<file path="src/rtl/glm_load_scheduler_if.sv">
// Handshake bundle between glm_load_scheduler, its requesters and the shared glm_load instance.
interface glm_load_scheduler_if #(
  parameter int NUM_REQ      = 4,
  parameter int LOG2_NUM_REQ = 2
);
  logic [NUM_REQ-1:0]      req;
  logic [NUM_REQ-1:0]      done;
  logic                    grant_valid;
  logic [LOG2_NUM_REQ-1:0] grant_idx;
  logic                    load_op_start;
  logic                    load_op_done;
  logic                    busy;
  logic                    err_spurious;
  logic                    err_timeout;

  modport master (
    input  req, load_op_done,
    output done, grant_valid, grant_idx, load_op_start, busy, err_spurious, err_timeout
  );

  modport slave (
    output req, load_op_done,
    input  done, grant_valid, grant_idx, load_op_start, busy, err_spurious, err_timeout
  );
endinterface

</file>
<file path="src/rtl/glm_load_scheduler.sv">
// Round-robin owner arbitration for one shared glm_load instance.
// Optional WAIT watchdog enabled by defining GLM_LOAD_SCHED_WATCHDOG_EN.
module glm_load_scheduler #(
  parameter int NUM_REQ      = 4,
  parameter int LOG2_NUM_REQ = 2
`ifdef GLM_LOAD_SCHED_WATCHDOG_EN
  , parameter int unsigned WATCHDOG_CYCLES = 1048576
`endif
) (
  input  logic                 clk,
  input  logic                 reset_n,
  glm_load_scheduler_if.master bus
);

  typedef enum logic [1:0] {
    S_IDLE    = 2'd0,
    S_SETUP   = 2'd1,
    S_WAIT    = 2'd2,
    S_RELEASE = 2'd3
  } state_e;

  localparam logic [LOG2_NUM_REQ-1:0] LAST_RST = LOG2_NUM_REQ'(NUM_REQ - 1);
  localparam logic [NUM_REQ-1:0]      ONE_HOT0 = NUM_REQ'(1'b1);

  state_e                  state_q, state_d;
  logic [LOG2_NUM_REQ-1:0] last_grant_q, last_grant_d;
  logic [LOG2_NUM_REQ-1:0] grant_idx_q, grant_idx_d;
  logic [LOG2_NUM_REQ-1:0] winner_s;
  logic                    found_s;
  logic [NUM_REQ-1:0]      done_q, done_d;
  logic                    grant_valid_q, grant_valid_d;
  logic                    start_q, start_d;
  logic                    busy_q, busy_d;
  logic                    err_spurious_q, err_spurious_d;
  logic                    err_timeout_q, err_timeout_d;

  // Round-robin pick: scan upward from the slot after the last finished owner, wrapping.
  always_comb begin : arb
    int k;
    found_s  = 1'b0;
    winner_s = {LOG2_NUM_REQ{1'b0}};
    k        = 0;
    for (int i = 1; i <= NUM_REQ; i++) begin
      k = int'(last_grant_q) + i;
      k = (k >= NUM_REQ) ? (k - NUM_REQ) : k;
      if (!found_s && bus.req[k]) begin
        winner_s = LOG2_NUM_REQ'(k);
        found_s  = 1'b1;
      end else begin
        winner_s = winner_s;
      end
    end
  end

  // Next-state and registered-output computation for the grant FSM.
  always_comb begin
    state_d        = state_q;
    last_grant_d   = last_grant_q;
    grant_idx_d    = grant_idx_q;
    grant_valid_d  = grant_valid_q;
    start_d        = 1'b0;
    done_d         = {NUM_REQ{1'b0}};
    err_spurious_d = err_spurious_q;
    case (state_q)
      S_IDLE: begin
        if (found_s) begin
          state_d       = S_SETUP;
          grant_idx_d   = winner_s;
          grant_valid_d = 1'b1;
        end else begin
          state_d = S_IDLE;
        end
      end
      S_SETUP: begin
        start_d = 1'b1;
        state_d = S_WAIT;
      end
      S_WAIT: begin
        // A done coincident with our own start pulse cannot be genuine.
        if (bus.load_op_done && !start_q) begin
          done_d       = ONE_HOT0 << grant_idx_q;
          last_grant_d = grant_idx_q;
          state_d      = S_RELEASE;
        end else begin
          state_d = S_WAIT;
        end
      end
      S_RELEASE: begin
        grant_valid_d = 1'b0;
        state_d       = S_IDLE;
      end
      default: begin
        grant_valid_d = 1'b0;
        state_d       = S_IDLE;
      end
    endcase
    if (bus.load_op_done && ((state_q != S_WAIT) || start_q)) begin
      err_spurious_d = 1'b1;
    end else begin
      err_spurious_d = err_spurious_q;
    end
    busy_d = (state_d != S_IDLE);
  end

`ifdef GLM_LOAD_SCHED_WATCHDOG_EN
  localparam logic [31:0] WD_LAST = 32'(WATCHDOG_CYCLES - 32'd1);

  logic [31:0] wd_cnt_q, wd_cnt_d;

  // Counts WAIT cycles; held at zero elsewhere so it starts from 0 on WAIT entry.
  always_comb begin
    wd_cnt_d      = wd_cnt_q;
    err_timeout_d = err_timeout_q;
    if (state_q == S_WAIT) begin
      wd_cnt_d = wd_cnt_q + 32'd1;
      if (wd_cnt_q == WD_LAST) begin
        err_timeout_d = 1'b1;
      end else begin
        err_timeout_d = err_timeout_q;
      end
    end else begin
      wd_cnt_d = 32'd0;
    end
  end

  // Watchdog counter register.
  always_ff @(posedge clk or negedge reset_n) begin
    if (!reset_n) begin
      wd_cnt_q <= 32'd0;
    end else begin
      wd_cnt_q <= wd_cnt_d;
    end
  end
`else
  assign err_timeout_d = 1'b0;
`endif

  // State and output registers.
  always_ff @(posedge clk or negedge reset_n) begin
    if (!reset_n) begin
      state_q        <= S_IDLE;
      last_grant_q   <= LAST_RST;
      grant_idx_q    <= {LOG2_NUM_REQ{1'b0}};
      grant_valid_q  <= 1'b0;
      start_q        <= 1'b0;
      done_q         <= {NUM_REQ{1'b0}};
      busy_q         <= 1'b0;
      err_spurious_q <= 1'b0;
      err_timeout_q  <= 1'b0;
    end else begin
      state_q        <= state_d;
      last_grant_q   <= last_grant_d;
      grant_idx_q    <= grant_idx_d;
      grant_valid_q  <= grant_valid_d;
      start_q        <= start_d;
      done_q         <= done_d;
      busy_q         <= busy_d;
      err_spurious_q <= err_spurious_d;
      err_timeout_q  <= err_timeout_d;
    end
  end

  assign bus.done          = done_q;
  assign bus.grant_valid   = grant_valid_q;
  assign bus.grant_idx     = grant_idx_q;
  assign bus.load_op_start = start_q;
  assign bus.busy          = busy_q;
  assign bus.err_spurious  = err_spurious_q;
  assign bus.err_timeout   = err_timeout_q;

endmodule
</file>
<file path="src/flat_wrapper.sv">
// flat-port wrapper written by rule: the top's interface ports become plain ports
module glm_load_scheduler_flat 
#(
  parameter int NUM_REQ      = 4,
  parameter int LOG2_NUM_REQ = 2

)
  (clk, reset_n, bus_req, bus_load_op_done, bus_done, bus_grant_valid, bus_grant_idx, bus_load_op_start, bus_busy, bus_err_spurious, bus_err_timeout);
  glm_load_scheduler_if #(.NUM_REQ(NUM_REQ), .LOG2_NUM_REQ(LOG2_NUM_REQ)) bus_i ();
  input  logic clk;
  input  logic reset_n;
  input wire logic [$bits(bus_i.req)-1:0] bus_req;
  input wire logic [$bits(bus_i.load_op_done)-1:0] bus_load_op_done;
  output wire logic [$bits(bus_i.done)-1:0] bus_done;
  output wire logic [$bits(bus_i.grant_valid)-1:0] bus_grant_valid;
  output wire logic [$bits(bus_i.grant_idx)-1:0] bus_grant_idx;
  output wire logic [$bits(bus_i.load_op_start)-1:0] bus_load_op_start;
  output wire logic [$bits(bus_i.busy)-1:0] bus_busy;
  output wire logic [$bits(bus_i.err_spurious)-1:0] bus_err_spurious;
  output wire logic [$bits(bus_i.err_timeout)-1:0] bus_err_timeout;
  assign bus_i.req = bus_req;
  assign bus_i.load_op_done = bus_load_op_done;
  assign bus_done = bus_i.done;
  assign bus_grant_valid = bus_i.grant_valid;
  assign bus_grant_idx = bus_i.grant_idx;
  assign bus_load_op_start = bus_i.load_op_start;
  assign bus_busy = bus_i.busy;
  assign bus_err_spurious = bus_i.err_spurious;
  assign bus_err_timeout = bus_i.err_timeout;
  glm_load_scheduler #(.NUM_REQ(NUM_REQ), .LOG2_NUM_REQ(LOG2_NUM_REQ)) u_core (.clk(clk), .reset_n(reset_n), .bus(bus_i));
endmodule
</file>
<file path="config.mk">
export PLATFORM = sky130hd
export DESIGN_NAME = glm_load_scheduler_flat
export DESIGN_NICKNAME = d
export VERILOG_FILES = /design/src/rtl/glm_load_scheduler_if.sv /design/src/rtl/glm_load_scheduler.sv /design/src/flat_wrapper.sv
export SDC_FILE = /design/constraint.sdc
export NUM_CORES = 1
export LEC_CHECK = 0
export ABC_CLOCK_PERIOD_IN_PS = 1300
export CORE_AREA = 4 4 41 43
export CTS_BUF_LIST = sky130_fd_sc_hd__clkbuf_4
export CTS_CLUSTER_DIAMETER = 50
export CTS_CLUSTER_SIZE = 12
export DETAILED_ROUTE_END_ITERATION = 6
export DIE_AREA = 0 0 45 47
export DONT_BUFFER_PORTS = 1
export PLACE_DENSITY = 0.71
export SLEW_MARGIN = 15
export SYNTH_ARGS = -nofsm -noshare
export SYNTH_HDL_FRONTEND = slang
export SYNTH_SLANG_ARGS = --single-unit
</file>
<file path="constraint.sdc">
create_clock -name clk -period 1.3 [get_ports clk]
set_input_delay 0.13 -clock clk [delete_from_list [all_inputs] [get_ports clk]]
set_output_delay 0.13 -clock clk [all_outputs]
set_load 0.05 [all_outputs]
</file>
Word-level counts from Yosys, hierarchy flattened. Index checks and enable logic that the tools add are counted.

Register bits after elaboration: 14. Latch bits: 0. RAM bits: 0. Memory bits (read-only): 0. Output and inout port bits: 11. Logic and storage cells: 78. Memories: 0.

Add/subtract/negate cells: 8. Multipliers: 0. Div/mod/pow operators: 0. Magnitude comparators: 8. Eq/ne operators: 5. Shift operators: 1. Muxes and demuxes: 32. Bitwise logic cells: 0. Reductions and logical operators: 16.

Operator list (count): >= comparator 32 x 4 -> 1 bit, second input constant (4); < comparator 32 x 4 -> 1 bit, second input constant (4); 2-to-1 mux 32 bit (4); subtractor 32 x 4 -> 32 bit, second input constant (4); 2-to-1 mux 1 bit (16); binary-select mux 1 bit (select 2 bit) (4); 2-to-1 mux 2 bit (4); 2-to-1 mux 4 bit (2); case mux 2 bit (4 select lines) (1); adder 2 x 2 -> 3 bit, second input constant (2); AND reduction 2 bit (3); logical AND 1 bit (5); adder 2 x 3 -> 4 bit, second input constant (1); equality test 2 bit, second input constant (2); logical NOT 1 bit (4); nonzero test 2 bit (2); << shifter 1 x 2 -> 4 bit, first input constant (1); adder 2 x 1 -> 3 bit, second input constant (1); equality test 2 x 1 -> 1 bit, second input constant (1); logical NOT 2 bit (1); inequality test 2 x 1 -> 1 bit, second input constant (1); inequality test 2 bit, second input constant (1); case mux 1 bit (2 select lines) (1); logical OR 1 bit (1).

Depth between registers and ports, before layout. Gate-level depths: netlist of run 1.

Depth after elaboration: 19. Mapped depth: 6. Depth with buffers taken out: 6.

Worst setup path after synthesis of run 1. OpenSTA, ideal clock, no wires.

Kind: register -> register. From: register u_core.start_q (netlist: u_core.bus.load_op_start). To: register u_core.busy_q (netlist: u_core.bus.busy). Library setup time: 0.064 ns. Arrival: 1.300 ns. Slack: -0.064 ns. Stages on the path, launching flop included: 5. Path buffers: 0. Cell sequence: dfrtp_1 nand2b_1 or2_2 o21ai_2 or2_1.

Word-level cells in the longest chain between the ends: 5.

Ends and longest elaborated chain: start, declared (line glm_load_scheduler.sv:32) `logic start_q, start_d;`; start signal, assigned (line glm_load_scheduler.sv:155) `start_q <= start_d;`; logical NOT 1 bit (line glm_load_scheduler.sv:80) `if (bus.load_op_done && !start_q) begin`; logical AND 1 bit (line glm_load_scheduler.sv:80); 2-to-1 mux 1 bit (line glm_load_scheduler.sv:80); case mux 2 bit (4 select lines) (line glm_load_scheduler.sv:64) `case (state_q)`; net u_core.state_d[0] (line glm_load_scheduler.sv:25) `state_e state_q, state_d;`; nonzero test 2 bit (line glm_load_scheduler.sv:102) `busy_d = (state_d != S_IDLE);`; net u_core.busy_d (line glm_load_scheduler.sv:33) `logic busy_q, busy_d;`; end signal, assigned (line glm_load_scheduler.sv:157) `busy_q <= busy_d;`; end, declared (line glm_load_scheduler.sv:33).

The timed path passes the listed nets, and every way through them passes these cells. A chain may end at the register's enable or synchronous reset.

Final worst setup path of run 1.
From: register u_core.last_grant_q[1]. To: register u_core.grant_idx_q[1] (netlist: u_core.bus.grant_idx[1]).

Word-level cells in the longest chain between the ends: 17.

Ends and longest elaborated chain: start, declared (line glm_load_scheduler.sv:26) `logic [LOG2_NUM_REQ-1:0] last_grant_q, last_grant_d;`; start signal, assigned (line glm_load_scheduler.sv:152) `last_grant_q <= last_grant_d;`; adder 2 x 1 -> 3 bit (line glm_load_scheduler.sv:44) `k = int'(last_grant_q) + i;`; subtractor 32 x 4 -> 32 bit or >= comparator 32 x 4 -> 1 bit (tied branches) (line glm_load_scheduler.sv:45) `k = (k >= NUM_REQ) ? (k - NUM_REQ) : k;`; 2-to-1 mux 32 bit (line glm_load_scheduler.sv:45); binary-select mux 1 bit (select 2 bit) (line glm_load_scheduler.sv:46) `if (!found_s && bus.req[k]) begin`; 2-to-1 mux 1 bit (not written as such) (2 in a row) (line glm_load_scheduler.sv:46); 2-to-1 mux 1 bit (line glm_load_scheduler.sv:46); logical NOT 1 bit (line glm_load_scheduler.sv:46); logical AND 1 bit (line glm_load_scheduler.sv:46); 2-to-1 mux 1 bit (line glm_load_scheduler.sv:46); logical NOT 1 bit (line glm_load_scheduler.sv:46); logical AND 1 bit (line glm_load_scheduler.sv:46); 2-to-1 mux 1 bit (line glm_load_scheduler.sv:46); logical NOT 1 bit (line glm_load_scheduler.sv:46); logical AND 1 bit (line glm_load_scheduler.sv:46); 2-to-1 mux 1 bit (line glm_load_scheduler.sv:46); AND reduction 2 bit (no source line); end signal, assigned (line glm_load_scheduler.sv:143) `grant_idx_q <= {LOG2_NUM_REQ{1'b0}};`; end signal, assigned (line glm_load_scheduler.sv:153) `grant_idx_q <= grant_idx_d;`; end, declared (line glm_load_scheduler.sv:27) `logic [LOG2_NUM_REQ-1:0] grant_idx_q, grant_idx_d;`.

Several ways; a longest one is shown, not always the timed one. The select of a mux whose other input is x is not followed.

==> results of run 1 <==
[per-layer routing]
layer | GRT usage (%) | vias to the layer above
met4 | 3.509 | 0
met3 | 5.747 | 2
li1 | - | 251
met2 | 25.14 | 13
met5 | 0 | -
met1 | 12.86 | 245
[per-stage QoR]
step	setup WS, ns	utilization [%]
3_5_place_dp	-0.01586	57.69
2_1_floorplan	0.01872	-
3_3_place_gp	0.02037	57.69
6_report	-0.01419	63.08
4_1_cts	-0.005419	61.44
5_1_grt	-0.06192	63.08
[registers in the layout, summed over array words and instances (netlist names)]
name / cells
u_core.bus.busy: 1
u_core.bus.done: 4
u_core.state_q: 2
u_core.bus.grant_valid: 1
u_core.last_grant_q: 2
u_core.bus.load_op_start: 1
u_core.bus.err_spurious: 1
u_core.bus.grant_idx: 2
[area by class of cell]
type	count	area, sq um
clock buffer	3	22.52
inverter	5	18.77
clock inverter	1	3.754
multi-input combinational	47	325.3
fill	108	480.5
timing repair buffer	10	77.57
sequential	14	354.1
tap	15	18.77
[worst max-delay path by stage]
stage / to / slack (ns)
detailed placement: u_core.bus.busy$_DFF_PN0_ / -0.02
floorplan: u_core.bus.grant_idx[1]$_DFFE_PN0P_ / 0.02
global route: u_core.bus.grant_idx[1]$_DFFE_PN0P_ / -0.06
finish: u_core.bus.grant_idx[1]$_DFFE_PN0P_ / -0.01
global placement: u_core.bus.busy$_DFF_PN0_ / 0.02
CTS: u_core.bus.grant_idx[1]$_DFFE_PN0P_ / -0.005
[cell usage in the layout (no fill, tap or decap), types with 3 or more instances in the layout]
cell type,count
buf_4,7
nand2_1,9
clkbuf_4,3
ha_1,4
a21oi_1,3
dfrtp_1,11
inv_1,3
o22ai_1,3
[cell usage after synthesis, drive strengths merged]
| cell type | n | share of area [%] |
|---|---|---|
| or3b | 1 | 1.3 |
| a21oi | 4 | 2.9 |
| ha | 5 | 9.1 |
| o31a | 1 | 1.3 |
| a221oi | 1 | 1.3 |
| nor2b | 1 | 0.91 |
| nor3 | 2 | 1.4 |
| nand2 | 10 | 5.8 |
| o31ai | 1 | 1.1 |
| inv | 5 | 2.7 |
| dfstp | 2 | 7.6 |
| nand2b | 2 | 1.8 |
| a21o | 1 | 1.1 |
| or2 | 3 | 2.7 |
| buf | 2 | 1.8 |
| o21ai | 3 | 2.7 |
| mux2i | 1 | 1.4 |
| nor2 | 3 | 1.6 |
| o22ai | 3 | 2.7 |
| dfrtp | 12 | 43 |
| or4 | 1 | 1.6 |
| conb | 1 | 0.54 |
| nor3b | 2 | 2.2 |
| and3 | 1 | 0.91 |
[where the power goes]
group	switching (W)	internal [W]
combinational	0.000547	0.000367
sequential	0.000263	0.000614
clock	0.000134	0.000111
total	0.000945	0.00109
[worst register-to-register path, stage by stage (launching register included)]
cell and delay (ns):
dfstp_2 0.60, clkbuf_2 0.17, nor2_1 0.05, a221oi_1 0.26, o31ai_1 0.12
[cell families after synthesis]
group,share of synthesized area [%]
compound gates,13.05
fa+ha+maj,9.058
buf+inv,4.529
flops,51.09
mux,1.449
other cells,0.5430
simple gates,20.29
[repair_timing]
| action | 4_1_cts | 5_1_grt |
|---|---|---|
| setup buffers | 0 | 1 |
| endpoints found under the setup margin | 2 | 8 |
| hold endpoints to repair | 15 | 0 |
| gates resized for setup | 1 | 7 |
| hold buffers | 2 | 0 |
| pin swaps | 0 | 2 |
==> results.ini, run 1 <==
[status]
outcome=finished, violations left
violations=setup timing

[pwr]
power_leakage_nw=0.3767
peakVddDrop_uv=1449
power_w=0.002038
powerDensity_mw_per_mm2=2482

[clock_tree]
cts_htree_levels=1
cts-buffers-inserted=3
cts.sinks=14
clk_pin_slew_ns=0.08
clockBufferDepth=2
root_buffer=clkbuf_4
insertion_delay_ns=0.28
cts_tree=done

[drt]
ant_nets=0
vias=511
wl_met2_microns=680
wl_microns=1262
drc=0
first_pass_iters=4
wl_per_cell_microns=13.28
drt-initial-drc-count=6
highest_layer=met4
wl_met1_microns=497
viasPerCell=5.379
route.met3.wl_microns=74

[floorplan]
ioPinCount=18
die_area_sq_mm=0.002115
initial_core_util_pct=53.08
row_count=13
core_sq_mm=0.001301
die_x_microns=45
fp.dieH_microns=47

[timing]
max_slew_margin_pct=60.05
fin_crit_ns=1.314
maxSlewViolCount=0
hold_viol_final=0
fin_setup_tns_ns=-0.01419
worst_slew_pin_slew_ns=0.5973
fmax_ghz=0.7609
hold_slack_ns=0.09318
clock_skew_ns=0.002179
rsz0062_at_grt=true
min_period_over_period_pct=101.1
setup_slack_ns=-0.01419
setup_violations=1

[cells_and_area]
insertedDiodeCount=0
drive_above_1_share_pct=31.25
fin_nets=93
synthToLayoutAreaGrowth_pct=18.84
stdcell_count=95
final_cell_area_sq_um=820.8

[worst_setup_path]
rr_endpoint=u_core.bus.grant_idx[1]$_DFFE_PN0P_
cp.depth=4
cp_num_buf_inv=1
slowest_delay_ns=0.60
worstSetupStartpointType=flip-flop
cp.arrival_ns=1.47
r2r_cells=4
cp_max_fo=6
r2r_start=u_core.last_grant_q[1]$_DFFE_PN1P_
critical_path.top_delay_family=flip-flops
ff2ff_setup_slack_ns=-0.01
critical_path_class=reg2reg
crit_slowest_cell=dfstp_2
cp-startpoint=u_core.last_grant_q[1]$_DFFE_PN1P_
crit_required_ns=1.46
cp-end-kind=flip-flop
cp_cell_sequence=clkbuf_2, nor2_1, a221oi_1, o31ai_1

[logic_synthesis]
yosysWarnings=0
syn_avg_cell_area_sq_um=10.16
syn_inst=68
syn-cell-area_sq_um=690.7
yosysSeqAreaShare_pct=51.09
syn_nets=80
yosysUniqueCellTypes=28
ys_ff_latch=14

[global_route]
grt_overflow_total=0
grt_pass1_vias=500
grt_pass1_wl_microns=1959
track_usage_pct=13.16
antenna_found_initial=0
grt_max_degree=15

[place]
gp_congestion=0.7190
hpwl_microns=912.7
place_inst=88
port_buffers=0
dpl_cell_area_sq_um=750.7

[min_path]
min_to=u_core.bus.grant_valid$_DFFE_PN0P_
hold_start=bus_req[2]
min_path_type=in2reg
min_path_cells=2

[job]
drv_cap=0

Note: power is estimated with default switching activity, not from simulation.
==> run 2: changes to the inputs <==
ABC_AREA = 1   (was not set)
CORE_AREA = not set   (was 4 4 41 43)
CORE_MARGIN = 4   (was not set)
CORE_UTILIZATION = 58   (was not set)
DIE_AREA = not set   (was 0 0 45 47)
PLACE_DENSITY = 0.86   (was 0.71)
==> run 2 against run 1 <==
The run still ends with setup timing left. Via count up 55%. Sequential share of layout area down 11 points. Synthesized cell count up 74%. Clock skew up 0.0015 ns. Register-to-register slack worse by 0.29 ns. Routed wire length up 50%. Power up 48%. Clock power up 3%.
==> results.ini, run 2 <==
[drt]
first_pass_iters=4  ; unchanged
wl_microns=1888  ; +50%
ant_nets=0  ; unchanged
viasPerCell=5.345  ; -0.64%
drc=0  ; unchanged
drt-initial-drc-count=21  ; +15
wl_per_cell_microns=12.76  ; -4.0%
vias=791  ; +55%

[logic_synthesis]
synth_area_leader_cell=dfrtp_1
synth_top_family_by_area=simple AND/OR/NAND/NOR gates
ys_ff_latch=14  ; unchanged
synth-simple-area-share_pct=33.88  ; +14 points
async_flop_share_pct=100.0  ; unchanged
syn_inst=118  ; +74%
syn-cell-area_sq_um=915.9  ; +33%
syn_nets=130  ; +63%
synth-edff-count=0  ; unchanged
yosys.area_share.adder_pct=6.831  ; -2.2 points
syn_avg_cell_area_sq_um=7.762  ; -24%
yosys-top-cells-count=nand2_1 (33), inv_1 (17), dfrtp_1 (12), nand2_2 (10), nor2_1 (7)
yosysSeqAreaShare_pct=38.52  ; -13 points
ys_top_cells_by_area=dfrtp_1 (33%), nand2_1 (14%), inv_1 (7.0%)
synth_xor_area_share_pct=0  ; unchanged
netlist.area_leader.share_pct=32.79  ; -11 points
yosysWarnings=0  ; unchanged
synth_compound_area_share_pct=7.787  ; -5.3 points
synthFlopType=dfrtp_1
yosysUniqueCellTypes=26  ; -7.1%
synth_mux_area_share_pct=0  ; -1.4 points
synth_most_common_cell=nand2_1

[worst_setup_path]
r2r_cells=11  ; +7
critical_path_class=reg2reg
r2r_start=u_core.last_grant_q[0]$_DFFE_PN1P_
worstSetupStartpointType=flip-flop
cp.arrival_ns=1.78  ; +0.31 ns
cp_max_fo=8  ; +2
rr_endpoint=u_core.bus.grant_idx[0]$_DFFE_PN0P_
cp-end-kind=flip-flop
crit_required_ns=1.48  ; +0.02 ns
ff2ff_setup_slack_ns=-0.30  ; -0.29 ns

[floorplan]
die_area_sq_mm=0.002279  ; +7.7%
row_count=14  ; +1
fp.dieH_microns=47.74  ; +1.6%
initial_core_util_pct=60.80  ; +7.7 points
core_sq_mm=0.001506  ; +16%
die_x_microns=47.74  ; +6.1%
ioPinCount=18  ; unchanged

[place]
place_inst=140  ; +59%
port_buffers=0  ; unchanged
gp_congestion=0.8851  ; +23%
hpwl_microns=1384  ; +52%

[pwr]
powerDensity_mw_per_mm2=2796  ; +13%
peakVddDrop_uv=1425  ; -1.6%
power_leakage_nw=0.6007  ; +59%
power_w=0.003026  ; +48%

[timing]
max_slew_margin_pct=59.04  ; -1.0 points
maxSlewViolCount=0  ; unchanged
min_period_over_period_pct=123.4  ; +22 points
setup_slack_ns=-0.3046  ; -0.2905 ns
rsz0062_at_grt=true
fin_crit_ns=1.605  ; +0.2905 ns
setup_violations=5  ; +4
clock_skew_ns=0.003666  ; +0.001486 ns
hold_viol_final=0  ; unchanged
hold_slack_ns=0.2917  ; +0.1985 ns
fmax_ghz=0.6232  ; -18%
worst_slew_pin_slew_ns=0.6124  ; +0.01518 ns

[global_route]
antenna_found_initial=0  ; unchanged
track_usage_pct=18.41  ; +5.2 points
grt_overflow_total=0  ; unchanged
grt_pass1_wl_microns=2870  ; +47%
grt_max_degree=15  ; unchanged
grt_pass1_vias=711  ; +42%

[clock_tree]
clk_pin_slew_ns=0.08  ; about the same
root_buffer=clkbuf_4
cts.sinks=14  ; unchanged
clockBufferDepth=2  ; unchanged
cts-buffers-inserted=3  ; unchanged
insertion_delay_ns=0.28  ; about the same
cts_htree_levels=1  ; unchanged
cts_tree=done

[status]
outcome=finished, violations left
violations=setup timing

[cells_and_area]
stdcell_count=148  ; +56%
insertedDiodeCount=0  ; unchanged
synthToLayoutAreaGrowth_pct=18.17
drive_above_1_share_pct=31.06  ; -0.19 points
fin_nets=145  ; +56%
final_common_cell=nand2_1
final_cell_mix=nand2_1 (30), inv_1 (15), dfrtp_1 (12)
largest_reg_flops=4  ; unchanged

[job]
drv_cap=0  ; unchanged

[min_path]
min_path_type=in2async

-- run 2: through the flow --
stage	TNS (ns)	util (%)	setup slack, ns	cell area [sq um]
2_1_floorplan	-0.6000	-	-0.1456	915.9
3_3_place_gp	-1.024	64.62	-0.2298	973.4
3_5_place_dp	-1.187	64.62	-0.2688	973.4
4_1_cts	-1.220	68.36	-0.2785	1030
5_1_grt	-1.776	71.84	-0.3895	1082
6_report	-1.352	71.84	-0.3046	1082
-- run 2: logic make-up after synthesis --
group,count (synthesis)
DFF,14
buffers and inverters,23
and+or+nand+nor,63
adders and majority gates,5
other,1
AOI/OAI and AO/OA,12
-- run 2: how the worst max path moves through the flow --
stage | slack, ns | endpoint | from | cells after the start
3_5_place_dp | -0.27 | u_core.bus.grant_idx[0]$_DFFE_PN0P_ | u_core.last_grant_q[0]$_DFFE_PN1P_ | 9
2_1_floorplan | -0.15 | u_core.bus.grant_idx[0]$_DFFE_PN0P_ | u_core.last_grant_q[0]$_DFFE_PN1P_ | 12
3_3_place_gp | -0.23 | u_core.bus.grant_valid$_DFFE_PN0P_ | u_core.last_grant_q[0]$_DFFE_PN1P_ | 9
4_1_cts | -0.28 | u_core.bus.grant_idx[0]$_DFFE_PN0P_ | u_core.last_grant_q[0]$_DFFE_PN1P_ | 11
5_1_grt | -0.39 | u_core.bus.grant_valid$_DFFE_PN0P_ | u_core.last_grant_q[0]$_DFFE_PN1P_ | 11
6_report | -0.30 | u_core.bus.grant_idx[0]$_DFFE_PN0P_ | u_core.last_grant_q[0]$_DFFE_PN1P_ | 11
-- run 2: critical path, cell delays in order, from the launching register on --
cell and delay, ns:
dfstp_2 0.66, inv_8 0.08, nand2_2 0.08, nand2_4 0.06
nand2_4 0.07, nand2_4 0.06, nor2_4 0.09, nand3_2 0.11
nand2_2 0.12, inv_2 0.04, nand3_1 0.06, nand2_1 0.05
-- run 2: what timing repair did --
item | in CTS | in global routing
endpoints found under the hold margin | 15 | 0
hold buffers | 2 | 0
endpoints found under the setup margin | 5 | 9
resized for setup | 2 | 14
setup buffers | 1 | 1
pin swaps | 0 | 5
-- run 2: layer usage --
metal	share of wire [%]	GRT usage, %	vias up
li1	-	-	388
met1	38	19.63	374
met2	55	33.77	25
met3	5.3	6.015	4
met4	2.4	5.914	0
met5	0	0	-
-- run 2: area by class of cell --
class                      count  area (sq um)
clock inverter                 1         3.754
inverter                      20         85.08
multi-input combinational     81         495.5
fill                         114         424.2
timing repair buffer          13         102.6
sequential                    14         352.8
clock buffer                   3         22.52
tap                           16         20.02
-- run 2: power by group --
part / switching (W) / internal (W) / total [W]
combinational: 0.00119 / 0.000687 / 0.00188
sequential: 0.000284 / 0.000613 / 0.000897
clock: 0.000141 / 0.000112 / 0.000253
